<file path="src/rtl/demux1x8_deser.sv">
// demux1x8_deser: serial-to-parallel receiver for the 8:1 bit-select mux line.
// Each sampled bit is steered into one lane of an 8-bit assembly register; the
// completed word moves to a valid/ready output register so the next frame can
// be collected while the previous word waits for the consumer.

// One assembly-register lane: takes the incoming bit when this lane is the
// destination of the current write, otherwise keeps its stored value.
module demux1x8_deser_lane #(
  parameter int LANE      = 0,
  parameter bit MSB_FIRST = 1'b0
) (
  input  logic [2:0] idx,
  input  logic       we,
  input  logic       d,
  input  logic       cur,
  output logic       nxt
);
  // Frame bit k lands in lane k, or in lane 7-k for MSB-first framing.
  localparam logic [2:0] POS = MSB_FIRST ? 3'(7 - LANE) : 3'(LANE);

  // Lane update mux.
  always_comb begin
    nxt = cur;
    if (we && (idx == POS)) nxt = d;
  end
endmodule

module demux1x8_deser #(
  parameter bit MSB_FIRST = 1'b0
) (
  input  logic       clk,
  input  logic       rst_n,
  input  logic       sin,
  input  logic       sin_valid,
  input  logic       sof,
  output logic [7:0] dout,
  output logic       dout_valid,
  input  logic       dout_ready,
  output logic [2:0] sel,
  output logic       busy,
  output logic       overrun
);
  localparam int NUM_LANES = 8;

  typedef enum logic {IDLE, COLLECT} state_t;

  state_t                 state, state_n;
  logic [2:0]             sel_n;
  logic [NUM_LANES-1:0]   asm_q, asm_n;
  logic                   bit_we;
  logic [2:0]             bit_idx;
  logic                   done;
  logic [7:0]             dout_n;
  logic                   dv_n;
  logic                   ov_n;

  // asm_n is also the completed word: it already has the final bit merged in.
  for (genvar l = 0; l < NUM_LANES; l++) begin : g_lane
    demux1x8_deser_lane #(.LANE(l), .MSB_FIRST(MSB_FIRST)) u_lane (
      .idx (bit_idx),
      .we  (bit_we),
      .d   (sin),
      .cur (asm_q[l]),
      .nxt (asm_n[l])
    );
  end

  // Frame sequencing: sof always restarts at bit 0 (even at position 7),
  // non-sof bits are only taken mid-frame, bit 7 without sof completes.
  always_comb begin
    state_n = state;
    sel_n   = sel;
    bit_we  = 1'b0;
    bit_idx = sel;
    done    = 1'b0;
    if (sin_valid) begin
      if (sof) begin
        bit_we  = 1'b1;
        bit_idx = 3'd0;
        sel_n   = 3'd1;
        state_n = COLLECT;
      end else if (state == COLLECT) begin
        bit_we = 1'b1;
        if (sel == 3'd7) begin
          done    = 1'b1;
          sel_n   = 3'd0;
          state_n = IDLE;
        end else begin
          sel_n = sel + 3'd1;
        end
      end
    end
  end

  // Output buffer: load on completion if the slot is free or being drained on
  // this edge; otherwise drop the new word and flag overrun.
  always_comb begin
    dout_n = dout;
    dv_n   = dout_valid;
    ov_n   = 1'b0;
    if (done) begin
      if (!dout_valid || dout_ready) begin
        dout_n = asm_n;
        dv_n   = 1'b1;
      end else begin
        ov_n = 1'b1;
      end
    end else if (dout_valid && dout_ready) begin
      dv_n = 1'b0;
    end
  end

  // State, assembly and output registers.
  always_ff @(posedge clk or negedge rst_n) begin
    if (!rst_n) begin
      state      <= IDLE;
      sel        <= 3'd0;
      asm_q      <= '0;
      dout       <= 8'h00;
      dout_valid <= 1'b0;
      overrun    <= 1'b0;
    end else begin
      state      <= state_n;
      sel        <= sel_n;
      asm_q      <= asm_n;
      dout       <= dout_n;
      dout_valid <= dv_n;
      overrun    <= ov_n;
    end
  end

  assign busy = (state == COLLECT);
endmodule

</file>
<file path="config.mk">
export PLATFORM = sky130hd
export DESIGN_NAME = demux1x8_deser
export DESIGN_NICKNAME = d
export VERILOG_FILES = /design/src/rtl/demux1x8_deser.sv
export SDC_FILE = /design/constraint.sdc
export NUM_CORES = 1
export LEC_CHECK = 0
export ABC_AREA = 0
export CAP_MARGIN = 5
export CORE_UTILIZATION = 50
export DETAILED_ROUTE_END_ITERATION = 8
export PLACE_DENSITY = 0.83
export SETUP_SLACK_MARGIN = 0.1
export SLEW_MARGIN = 20
export SYNTH_ARGS = -nofsm -noshare
export SYNTH_HDL_FRONTEND = slang
export SYNTH_SLANG_ARGS = --single-unit
</file>
<file path="constraint.sdc">
create_clock -name clk -period 1.8 [get_ports clk]
set_input_delay 0.27 -clock clk [delete_from_list [all_inputs] [get_ports clk]]
set_output_delay 0.27 -clock clk [all_outputs]
set_load 0.02 [all_outputs]
</file>
==> flow_summary.ini, run 1 <==
[pwr]
p_leak_nw = 0.635
vdd_drop_max_mv = 0.771
power_density_nw_per_um2 = 1130

[timing]
fin_skew_ns = 0.00317
fin_crit_sh = 0.897
hold_viol_final = 0
tns_ns = 0
slew_violations = 0
worstMarginPinSlew_ns = 0.297
slew_headroom = 0.801
period_needed_ns = 1.61
rsz0062_at_grt = no
setup_viol = 0
fmax_mhz = 619
setup_slack_ns = 0.186

[grt]
grt_max_degree = 23
grt_overflow = 0
antenna_found_initial = 0
grt_pass1_wl_mm = 3.98
grt_usage = 0.217
grt_pass1_vias = 851

[placement]
dp_hpwl_mm = 1.75
gp_congestion = 0.824
port_buffers = 19
dp_slack_ns = 0.0456

[clock_tree]
cts_hold_buf = 0
cts-root-buf = clkbuf_4
post_cts_buffers = 0
htreeDepth = 1
numCtsBuffers = 3
worstSkewPairLatency_ns = 0.30
clkTransAtPathRegs_ns = 0.11
clock_sinks = 22
tritoncts = yes
clockBufferDepth = 2

[die]
start_util = 0.547
io_pins = 20
die_y_um = 49.0
die_w_um = 49.0
dieArea_um2 = 2400
core_um2 = 2020
row_count = 16

[cells_and_area]
layout-drive-gt1-share = 0.118
fin_nets = 137
fillers = 172
diodes = 0
syn_to_final_growth_pct = 20.8

[setup_path]
arrival_ns = 1.34
cp-start-kind = register
crit_family = buffers and inverters
cp_slowest_cell = clkdlybuf4s50_1
endpoint_kind = output pin
cp.required_ns = 1.53
critPathKind = reg -> out
crit_chain = clkdlybuf4s50_1
path_max_fanout = 4
slowest_delay_ns = 0.62
cp_num_buf_inv = 1

[synthesis]
ys_types = 31
synth_seq_cells = 22
syn_inst = 105
yosys_warnings = 0
avgSynthCellArea_um2 = 10.5
yosysSeqAreaShare = 0.498
syn_nets = 113
synth_area_um2 = 1110

[min_path]
hp-class = in -> async

[drt]
wl_per_cell_um = 14.4
viasPerCell = 5.62
num_vias = 866
drt_iter0_drc = 30
ant_nets = 0
drc_errors = 0
wl_mm = 2.22
drt-pass1-iter-count = 4

[run]
cap_violations = 0

[outcome]
status = complete, no violations
[state kept, by name (all words and copies together) (netlist names)]
signal      count
overrun         1
dout_valid      1
asm_q           8
sel             3
dout            8
busy            1
[layout by cell type, fill, tap and decap left out, drive strengths merged, types with 2 or more instances in the layout]
master          n
ha              2
buf             8
clkdlybuf4s50  16
o22ai           2
clkbuf          3
nand2b          4
inv             5
nand4           3
a21oi           8
dlygate4sd2     3
a31oi           8
dfrtp          22
o21ai           7
and3b           2
and4b           2
nand2          17
[cells by family (layout without fill, tap and decap cells)]
logic type / after synthesis / count (layout) / share of synthesized area
and+or+nand+nor: 36 / 36 / 0.210
AOI/OAI and AO/OA: 32 / 32 / 0.187
DFF: 22 / 22 / 0.498
buffers and inverters: 13 / 35 / 0.0826
adders and majority gates: 2 / 2 / 0.0226
[synth_stat cells (all sizes together)]
cell     count  area share
inv          5       0.017
nand2       17       0.058
nand3        1      0.0045
a21oi        8       0.036
a2bb2oi      1       0.014
nor2b        1      0.0057
and4b        2       0.018
o32a         1      0.0091
o211ai       1      0.0068
nand4        3       0.017
and2         1      0.0057
o22ai        2       0.011
a21o         1      0.0068
o31ai        1       0.011
nand2b       4       0.023
nand4bb      1       0.010
nand4b       1       0.014
ha           2       0.023
and4bb       1       0.011
nor3b        1      0.0068
dfrtp       22        0.50
a31oi        8       0.045
buf          8       0.066
and3b        2       0.016
o21a         1      0.0068
nor4b        1       0.021
o21ai        7       0.032
a22o         1      0.0079
[layer usage]
metal | global-route usage | vias to the layer above | routed length, um | part of all wire
li1 | - | 425 | - | -
met1 | 0.287 | 406 | 1010 | 0.45
met2 | 0.368 | 31 | 1100 | 0.49
met3 | 0.0343 | 4 | 99 | 0.045
met4 | 0.0588 | 0 | 17 | 0.0077
met5 | 0 | - | 0 | 0
[worst paths after layout]
kind                          start        to  slack [ns]  cells after the start
setup / recovery               busy      busy        0.19                      1
hold / removal                rst_n  asm_q[6]        0.29                      2
setup reg to reg             sel[0]   dout[3]        0.21                      5
hold reg to reg            asm_q[2]  asm_q[2]        0.50                      2
max in group asynchronous     rst_n    sel[2]        1.30                      2
min in group clk           asm_q[2]  asm_q[2]        0.50                      2
[report_power, final]
part / leakage (nW) / switching, W / internal [W]
sequential: 0.284 / 0.0000699 / 0.000628
combinational: 0.337 / 0.000325 / 0.000277
clock: 0.0138 / 0.000136 / 0.0000780
total: 0.635 / 0.000531 / 0.000983
[repair_timing]
action | in CTS | in global routing
hold endpoints to repair | 0 | 0
setup endpoints to repair | 3 | 0
resized for setup | 3 | 0
[final cells by class]
cell class,instances,area [um^2],share of cell area
sequential,22,551,0.412
multi-input combinational,70,464,0.347
timing repair buffer,27,246,0.184
tap,27,33.8,0.0253
clock buffer,3,22.5,0.0169
inverter,5,18.8,0.0140
[metrics by stage]
step           power (W)  instances  area (um^2)  hold slack, ns  utilization
2_1_floorplan    0.00108        105         1110         -0.0256            -
6_report         0.00151        154         1340           0.294        0.661
3_5_place_dp     0.00132        151         1320           0.479        0.652
3_3_place_gp     0.00130        151         1320           0.482        0.652
5_1_grt          0.00162        154         1340           0.304        0.661
4_1_cts          0.00152        154         1340           0.304        0.661
Power figures use the tool's default switching activity.
==> run 2, diff against run 1 <==
- GPL_ROUTABILITY_DRIVEN: default -> 0
==> results of run 2 <==
Same layout as run 1: the final DEF is identical, and so are final timing and power.
